**config.mk**
```make
export PLATFORM = sky130hd
export DESIGN_NAME = pwm_dac
export DESIGN_NICKNAME = d
export VERILOG_FILES = /design/src/rtl/pwm_dac.sv
export SDC_FILE = /design/constraint.sdc
export NUM_CORES = 1
export LEC_CHECK = 0
export ABC_AREA = 1
export CAP_MARGIN = 20
export CORE_ASPECT_RATIO = 2
export CORE_MARGIN = 1.5
export CORE_UTILIZATION = 30
export CTS_BUF_LIST = sky130_fd_sc_hd__clkbuf_4 sky130_fd_sc_hd__clkbuf_8
export DETAILED_ROUTE_END_ITERATION = 6
export GPL_ROUTABILITY_DRIVEN = 0
export MAX_ROUTING_LAYER = met4
export PLACE_DENSITY = 0.56
export SETUP_SLACK_MARGIN = 0.15
export SYNTH_ARGS = -nofsm -noshare
export SYNTH_HDL_FRONTEND = slang
export SYNTH_SLANG_ARGS = --single-unit
```
**constraint.sdc**
```tcl
create_clock -name clk -period 1.4 [get_ports clk]
set_input_delay 0.14 -clock clk [delete_from_list [all_inputs] [get_ports clk]]
set_output_delay 0.14 -clock clk [all_outputs]
set_load 0.05 [all_outputs]
```
**src/rtl/pwm_dac.sv**
```systemverilog
// PWM audio-style DAC with a one-entry sample buffer and a sticky underrun flag.
// Define PWM_DAC_SDM_EN to replace the PWM comparator with a first-order sigma-delta modulator.
module pwm_dac #(
  parameter int unsigned WIDTH = 8
) (
  input  logic             clk,
  input  logic             rst,
  input  logic [WIDTH-1:0] din,
  input  logic             din_valid,
  output logic             din_ready,
  output logic             pwm,
  output logic             period_start,
  output logic             underrun
);

  localparam logic [WIDTH-1:0] CNT_LAST = '1;

  logic [WIDTH-1:0] cnt;
  logic [WIDTH-1:0] act;
  logic [WIDTH-1:0] pend;
  logic             full;
  logic             underrun_q;
  logic             pwm_bit_c;
  logic             terminal_c;
  logic             accept_c;

  // Handshake and period markers; all outputs are held low while in reset.
  assign din_ready    = !full && !rst;
  assign accept_c     = din_valid && din_ready;
  assign terminal_c   = (cnt == CNT_LAST);
  assign period_start = (cnt == '0) && !rst;
  assign underrun     = underrun_q && !rst;
  assign pwm          = pwm_bit_c && !rst;

  // Free-running period counter.
  always_ff @(posedge clk) begin
    if (rst) begin
      cnt <= '0;
    end else begin
      cnt <= cnt + WIDTH'(1);
    end
  end

  // Pending buffer and active duty; the active value only changes at the period boundary.
  always_ff @(posedge clk) begin
    if (rst) begin
      pend       <= '0;
      full       <= 1'b0;
      act        <= '0;
      underrun_q <= 1'b0;
    end else if (terminal_c) begin
      if (full) begin
        act  <= pend;
        full <= 1'b0;
      end else if (accept_c) begin
        act <= din;
      end else begin
        underrun_q <= 1'b1;
      end
    end else if (accept_c) begin
      pend <= din;
      full <= 1'b1;
    end
  end

`ifdef PWM_DAC_SDM_EN
  logic [WIDTH-1:0] acc;
  logic             carry;
  logic [WIDTH:0]   sum_c;

  // Accumulator runs across period boundaries; only reset clears it.
  assign sum_c = {1'b0, acc} + {1'b0, act};

  always_ff @(posedge clk) begin
    if (rst) begin
      acc   <= '0;
      carry <= 1'b0;
    end else begin
      acc   <= sum_c[WIDTH-1:0];
      carry <= sum_c[WIDTH];
    end
  end

  assign pwm_bit_c = carry;
`else
  assign pwm_bit_c = (cnt < act);
`endif

endmodule

```
==> results of run 1 <==
[what timing repair did]
action	in CTS	in global routing
endpoints found under the hold margin	0	0
pin swaps	21	10
setup buffers	6	4
setup endpoints to repair	18	24
gates cloned	4	0
gates resized for setup	46	25
[report_power, final]
part           internal, mW  switching, mW  total [mW]
registers             0.763         0.0225       0.786
logic                 0.167          0.170       0.337
clock network         0.224          0.240       0.464
[sequential cells by signal, summed over array words and instances (netlist names)]
register and flops:
cnt 8, pend 8, act 8, full 1, underrun_q 1
[cells in the final DEF (no fill, tap or decap), drive strengths merged]
cell type	count
o22ai	1
nand4	2
nor4	1
buf	24
nor2	41
dfxtp	26
nand3	14
inv	29
and3	1
clkdlybuf4s50	10
nor3	1
o21ai	10
nand2	56
xor2	1
a21oi	13
o21bai	1
clkbuf	4
ha	9
[kinds of logic after synthesis]
logic type,after synthesis,share of synthesized area [%]
buffers and inverters,37,12.4
and+or+nand+nor,112,34.7
AOI/OAI and AO/OA,25,9.48
DFF,26,35.2
adders and majority gates,9,7.61
xor gates and xnor gates,1,0.592
[how the worst max path moves through the flow]
| stage | startpoint | endpoint | slack, ns |
|---|---|---|---|
| detailed placement | rst | pwm | -0.08 |
| floorplan | cnt[3] | period_start | 0.04 |
| global placement | rst | pwm | -0.09 |
| finish | cnt[7] | pwm | -0.20 |
| global route | act[6] | pwm | -0.26 |
| CTS | act[7] | pwm | -0.22 |
[worst max-delay path, cell delays in order (launching register included)]
cell     delay, ns
dfxtp_4       0.37
ha_4          0.25
nand2_4       0.06
inv_2         0.04
nand2_1       0.05
nand4_1       0.12
a21oi_4       0.16
buf_12        0.15
[layer usage]
metal  vias up  share of wire [%]
li1        728                  -
met1       604                 37
met2        17                 57
met3        15                1.3
met4         0                4.9
met5         -                  0
[cell type report]
cell class / instances / area share (%)
Sequential cell: 26 / 23.2
Multi-Input combinational cell: 151 / 49.2
Tap cell: 57 / 3.10
Clock buffer: 4 / 2.12
Timing Repair Buffer: 34 / 17.6
Inverter: 29 / 4.84
==> flow_summary.toml, run 1 <==
[clocking]
cts_hold_buffers = 0
clk-insertion-delay-late_ns = 0.27
tritoncts = "built"
path_clk_slew_ns = 0.09
cts-root-buf = "clkbuf_8"
clock-sinks = 26
htree_levels = 1
numCtsBuffers = 3
clockBufferDepth = 2

[global_route]
antenna_found_initial = 0
grt_util_met1_pct = 15.6
grt_max_degree = 17
grt_first_pass_wirelength_um = 5980
grt_use_met2_pct = 27.7
grt_pass1_vias = 1299
gr-usage-all-layers_pct = 15.3
use_met3_pct = 1.32
globalRoute.busiestLayer = "met2"
grt_overflow = 0

[synthesis]
synth_cells = 210
synthesis.area_um2 = 1480
yosys-top-cells-count = "nand2_1 (48), nor2_1 (39), inv_1 (29)"
synth_top_area_share_pct = 35.2
ys.warnings.count = 0
synth_most_common_cell = "nand2_1"
synth-edff-count = 0
synth_ff_type = "dfxtp_1"
synth_seq_cells = 26
syn-num-nets = 230
synth.avg_cell_area_um2 = 7.04
ys_seq_area_share_pct = 35.2
async_reset_ff_share_pct = 0
synth_cell_types = 23
synth_area_leader_cell = "dfxtp_1"
synthTopCellsByArea = "dfxtp_1 (35%), nand2_1 (12%), nor2_1 (9.9%)"

[finish]
ff_latch_area_um2 = 533
postLayoutCoreUtil_pct = 47.7
antenna_cells = 0
multiInputGateArea_um2 = 1130
stdcell_area_um2 = 2300
drive_gt1_share_pct = 42.2
area_growth_syn_to_layout_pct = 55.4
fin_nets = 265
stdcell_count = 301
nFillCells = 442

[min_path]
hp-class = "flip-flop to flip-flop"
hold_start = "cnt[0]"
whs_path_depth = 1
worst_hold_path.endpoint = "cnt[0]"

[drt]
ant_nets = 0
vias = 1364
first_iter_violations = 13
drc = 0
vias_per_cell = 4.53
wl_per_cell_um = 12.0
dr.pass1.iters = 2
drt_wl_total_um = 3610

[setup_path]
critPathKind = "flip-flop to primary output"
required_ns = 1.26
r2r-start = "cnt[1]"
r2r_setup_slack_ns = -0.07
start_kind = "flip-flop"
crit_path_end_kind = "primary output"
worst-path-max-fanout = 2
r2r_end = "pend[0]"
cp.arrival_ns = 1.46
rr_worst_depth = 10

[sta]
final_max_slew_viol_count = 0
fin_setup_tns_ns = -1.03
timing.hold.ws_ns = 0.487
finalSetupViolCount = 19
setup_slack_ns = -0.201
finClkSkew_ns = 0.00232
layout_min_cycle_time_ns = 1.60
finalHoldViolations = 0
worst_pin_slew_ns = 0.288
fmax_mhz = 625
rsz0062_at_grt = "true"
slew_headroom_pct = 80.7
fin_crit_sh_pct = 114

[flow_run]
cap_violations = 0

[floorplanning]
io_pins = 15
start_util_pct = 30.7
die_w_um = 52.6
die_h_um = 102
die_area_um2 = 5390
core_um2 = 4820
rows = 36

[outcome]
violations = "negative setup slack"
status = "finished, violations left"

[place]
dpl.hpwl_um = 2270
place_ws_ns = -0.0778
dp.cells = 283
numPortBuffers = 14
placed_area_um2 = 1810

[power_and_ir_drop]
powerDensity_nw_per_um2 = 690
max-vdd-ir-drop_v = 0.000761
power_leakage_nw = 0.970
power_mw = 1.59
No activity file was read; power rests on OpenSTA's default activity.
==> inputs of run 2 (changes only) <==
Settings changed: CORE_MARGIN 1.5 to not set.
Clock period 1.4 ns to 1.6 ns, I/O delays scaled along.
==> flow_summary.toml, run 2 (synthesized netlist as in run 1, its figures left out) <==
[finish]
ff_latch_area_um2 = 541
multiInputGateArea_um2 = 961
layout_commonest_cell = "nand2_1"
layout_common_cells = "nand2_1 (45), nor2_1 (34), inv_1 (22)"
drive_gt1_share_pct = 30.0
nFillCells = 484
stdcell_area_um2 = 2080
reg_top3 = "act (8), cnt (8), pend (8)"
area_growth_syn_to_layout_pct = 40.7
antenna_cells = 0
fin_nets = 259
postLayoutCoreUtil_pct = 44.4

[flow_run]
cap_violations = 0

[outcome]
violations = "negative setup slack"
status = "finished, violations left"

[power_and_ir_drop]
swShare_pct = 27.4
net-switching-power_mw = 0.366
combPwrFrac_pct = 20.3
p_clk_share_pct = 28.6
power_leakage_nw = 0.938
intPower_mw = 0.970
powerDensity_nw_per_um2 = 642
p_seq_share_pct = 51.1
max-vdd-ir-drop_v = 0.000600

[global_route]
grt_overflow = 0
grt_max_degree = 19
grt_first_pass_wirelength_um = 5450
grt_pass1_vias = 1261
antenna_found_initial = 0
gr-usage-all-layers_pct = 14.3

[setup_path]
required_ns = 1.44
start_kind = "flip-flop"
critPathKind = "flip-flop to primary output"
cp.arrival_ns = 1.49
crit_path_end_kind = "primary output"
r2r_setup_slack_ns = 0.21
endpoint = "pwm"
crit_start = "act[7]"
rr_worst_depth = 8
r2r_end = "act[1]"
worst-path-max-fanout = 2
r2r-start = "cnt[0]"

[place]
dpl.hpwl_um = 2200
placed_area_um2 = 1760
numPortBuffers = 14

[clocking]
clockBufferDepth = 2
cts_hold_buffers = 0
cts-root-buf = "clkbuf_8"
clock-sinks = 26
tritoncts = "built"
numCtsBuffers = 3
path_clk_slew_ns = 0.10
htree_levels = 1
clk-insertion-delay-late_ns = 0.27

[sta]
slew_headroom_pct = 82.2
worst_pin_slew_ns = 0.266
finClkSkew_ns = 0.00823
setup_slack_ns = -0.0451
final_max_slew_viol_count = 0
rsz0062_at_grt = "true"
finalSetupViolCount = 1
layout_min_cycle_time_ns = 1.65
finalHoldViolations = 0
fmax_mhz = 608
fin_crit_sh_pct = 103

[drt]
drt_wl_total_um = 3290
vias = 1322
wl_per_cell_um = 11.3
drc = 0
dr.pass1.iters = 4
vias_per_cell = 4.53
first_iter_violations = 29
ant_nets = 0

[floorplanning]
core_um2 = 4690
die_h_um = 101
io_pins = 15
die_w_um = 51.6
start_util_pct = 31.6
rows = 35
die_area_um2 = 5230

[min_path]
hp-class = "flip-flop to flip-flop"
-- run 2: changes by cell type in the layout (fill, tap and decap cells not counted), moves of 3 or more --
cell and change:
nor2_1 +4, nand3_2 -9, inv_2 -3, nor2_2 -4, nand3_1 +9, a21oi_1 +7, a21oi_2 -6, buf_4 -3
nand2_8 -3, nand2_1 +3, nand2_2 -3
-- run 2: critical path, cell delays in order (launching register included) --
cell     delay (ns)
dfxtp_2        0.33
inv_2          0.08
ha_4           0.21
nand2_4        0.08
inv_4          0.04
nand2_2        0.04
nand4_1        0.13
a21oi_4        0.17
buf_12         0.15
-- run 2: power groups by stage --
| stage | registers, mW | logic (mW) | clock network (mW) |
|---|---|---|---|
| floorplan | 0.695 | 0.149 | 0 |
| global placement | 0.700 | 0.232 | 0 |
| detailed placement | 0.700 | 0.233 | 0 |
| CTS | 0.681 | 0.258 | 0.383 |
| global route | 0.686 | 0.298 | 0.418 |
| finish | 0.682 | 0.271 | 0.382 |
-- run 2: worst min-delay path by stage --
stage          slack [ns]     from      end  cells past startpoint
6_report             0.49  pend[3]  pend[3]                      2
5_1_grt              0.51  pend[5]  pend[5]                      2
4_1_cts              0.49  pend[3]  pend[3]                      2
3_5_place_dp         0.47  pend[3]  pend[3]                      2
3_3_place_gp         0.46  pend[7]  pend[7]                      2
2_1_floorplan        0.37      rst   cnt[0]                      2
-- run 2: area by class of cell --
cell class,instances,area share (%)
multi-input cells,149,46.2
clock buffers,3,1.98
well taps,55,3.31
inverters,29,5.59
flip-flops and latches,26,26.0
repair buffers,30,17.0
-- run 2: through the flow --
stage	setup slack (ns)	std cells	hold slack, ns	power (mW)	TNS [ns]
after global routing	-0.122	292	0.510	1.40	-0.122
after floorplan	0.178	210	0.370	0.844	0
after global placement	0.107	278	0.461	0.932	0
final	-0.0451	292	0.485	1.34	-0.0451
after CTS	-0.0522	286	0.491	1.32	-0.0735
after detailed placement	0.0991	278	0.468	0.933	0
-- run 2: repair_timing --
action                                  in CTS  in global routing
gates resized for setup                     31                 21
pin swaps                                    8                 20
hold endpoints to repair                     0                  0
cloned                                       0                  2
endpoints found under the setup margin       2                 18
buffers inserted                             5                  4
-- run 2: routing by layer --
| metal | wire length [um] | global-route usage (%) |
|---|---|---|
| met4 | 96 | 9.15 |
| met1 | 1220 | 14.5 |
| met5 | 0 | - |
| met3 | 59 | 2.10 |
| met2 | 1910 | 24.8 |
==> inputs of run 3 (changes only) <==
Settings changed: ABC_AREA 1 to not set, GPL_TIMING_DRIVEN set to 0.
==> flow_summary.toml, run 3 <==
[outcome]
status = "finished, violations left"
violations = "negative setup slack"

[place]
dp.cells = 204
place_ws_ns = -0.822
dpl.hpwl_um = 2430
placed_area_um2 = 1650
numPortBuffers = 14

[clocking]
clockBufferDepth = 2
clk-insertion-delay-late_ns = 0.27
cts-root-buf = "clkbuf_8"
htree_levels = 1
numCtsBuffers = 3
tritoncts = "built"
path_clk_slew_ns = 0.09
clock-sinks = 26

[finish]
postLayoutCoreUtil_pct = 46.5
area_growth_syn_to_layout_pct = 48.3
stdcell_area_um2 = 2040
layout_common_cells = "dfxtp_1 (15), nor2b_1 (11), mux2_4 (9), clkdlybuf4s50_1 (9)"
reg_top3 = "act (8), cnt (8), pend (8)"
antenna_cells = 0
nFillCells = 412
fin_nets = 184
drive_gt1_share_pct = 47.2
layout_commonest_cell = "dfxtp_1"
stdcell_count = 217

[sta]
timing.hold.ws_ns = 0.484
layout_min_cycle_time_ns = 1.86
final_max_slew_viol_count = 0
fin_crit_sh_pct = 117
fin_setup_tns_ns = -0.264
fmax_mhz = 536
slew_headroom_pct = 64.9
setup_slack_ns = -0.264
finalSetupViolCount = 1
rsz0062_at_grt = "true"
finalHoldViolations = 0
worst_pin_slew_ns = 0.526
finClkSkew_ns = 0.00477

[global_route]
gr-usage-all-layers_pct = 14.9
grt_first_pass_wirelength_um = 5420
grt_max_degree = 15
grt_overflow = 0
grt_pass1_vias = 1195
antenna_found_initial = 0

[synthesis]
yosys-top-cells-count = "dfxtp_1 (26), mux2_2 (15), nor2b_1 (11)"
synth_seq_cells = 26
synth.avg_cell_area_um2 = 10.1
async_reset_ff_share_pct = 0
synth-edff-count = 0
synthesis.area_um2 = 1380
synth_cells = 136
synth_area_leader_cell = "dfxtp_1"
synth_ff_type = "dfxtp_1"
syn-num-nets = 156
ys.warnings.count = 0
synthTopCellsByArea = "dfxtp_1 (38%), mux2_2 (12%), ha_1 (8.2%)"
synth_cell_types = 35
synth_most_common_cell = "dfxtp_1"
synth_top_area_share_pct = 37.9
ys_seq_area_share_pct = 37.9

[setup_path]
required_ns = 1.44
worst-path-max-fanout = 6
critPathKind = "flip-flop to primary output"
rr_worst_depth = 6
crit_path_end_kind = "primary output"
start_kind = "flip-flop"
cp.arrival_ns = 1.70

[drt]
drt_wl_total_um = 3460
wl_per_cell_um = 16.0
vias = 1120
drc = 0
first_iter_violations = 6
vias_per_cell = 5.16
dr.pass1.iters = 2
ant_nets = 0

[floorplanning]
start_util_pct = 31.4
die_w_um = 49.9
io_pins = 15
die_h_um = 97.7
die_area_um2 = 4870
rows = 34
core_um2 = 4380

[min_path]
hp-class = "flip-flop to flip-flop"
whs_path_depth = 2

[power_and_ir_drop]
power_mw = 1.38
power_leakage_nw = 0.730
max-vdd-ir-drop_v = 0.000453
powerDensity_nw_per_um2 = 676

[flow_run]
cap_violations = 0
run 3: cell types whose count changed after synthesis, moves of 4 or more:
cell | before | now
nand2_2 | 4 | 0
a21oi_1 | 13 | 4
buf_6 | 5 | 0
nor2b_1 | 0 | 11
mux2_2 | 0 | 15
a2111oi_0 | 0 | 8
a211oi_1 | 0 | 8
o21ai_0 | 10 | 4
nor2_1 | 39 | 9
nand2_1 | 48 | 2
nand3_1 | 12 | 2
inv_1 | 29 | 10
run 3: area by class of cell:
cell class              count  area [um^2]  share of cell area (%)
multi-input cells          95         1050                    51.3
flip-flops and latches     26          552                    27.1
repair buffers             23          228                    11.2
well taps                  54         67.6                    3.31
clock buffers               4         55.1                    2.70
plain buffers               5         50.0                    2.45
inverters                  10         40.0                    1.96
run 3: repair_timing:
item | 4_1_cts | 5_1_grt
gates resized for setup | 57 | 32
endpoints found under the setup margin | 21 | 19
hold buffers | 0 | 0
cloned | 0 | 0
setup buffers | 8 | 1
pin swaps | 7 | 5
run 3: critical path: stages (launching register included):
cell	delay [ns]
dfxtp_4	0.38
ha_1	0.32
a21oi_2	0.13
nor2b_1	0.07
a2111oi_4	0.33
buf_6	0.20
run 3: logic make-up (layout without fill, tap and decap cells):
group           after synthesis  in the layout  synth area share, %
fa+ha+maj                     9              9                 8.19
mux                          17             17                 14.1
xor+xnor                      3              3                 1.91
simple gates                 37             37                 16.4
flops                        26             26                 37.9
compound gates               29             29                 17.1
buf+inv                      15             42                 4.46
run 3: report_power, final:
group / switching [mW] / internal, mW / leakage (nW)
combinational: 0.135 / 0.142 / 0.483
sequential: 0.0204 / 0.663 / 0.219
clock: 0.199 / 0.220 / 0.0288
run 3: layer usage:
metal  global-route usage (%)  up-vias  share of wire [%]
met3                     1.56        6                2.1
met5                        -        -                  0
li1                         -      557                  -
met4                     5.93        0                1.5
met1                     14.9      538                 38
met2                     28.0       19                 58
run 3: final timing paths:
kind,endpoint,start,slack [ns]
max reg2reg,pend[5],cnt[1],0.06
min,act[3],act[3],0.48
min reg2reg,act[3],act[3],0.48
max,pwm,cnt[6],-0.26
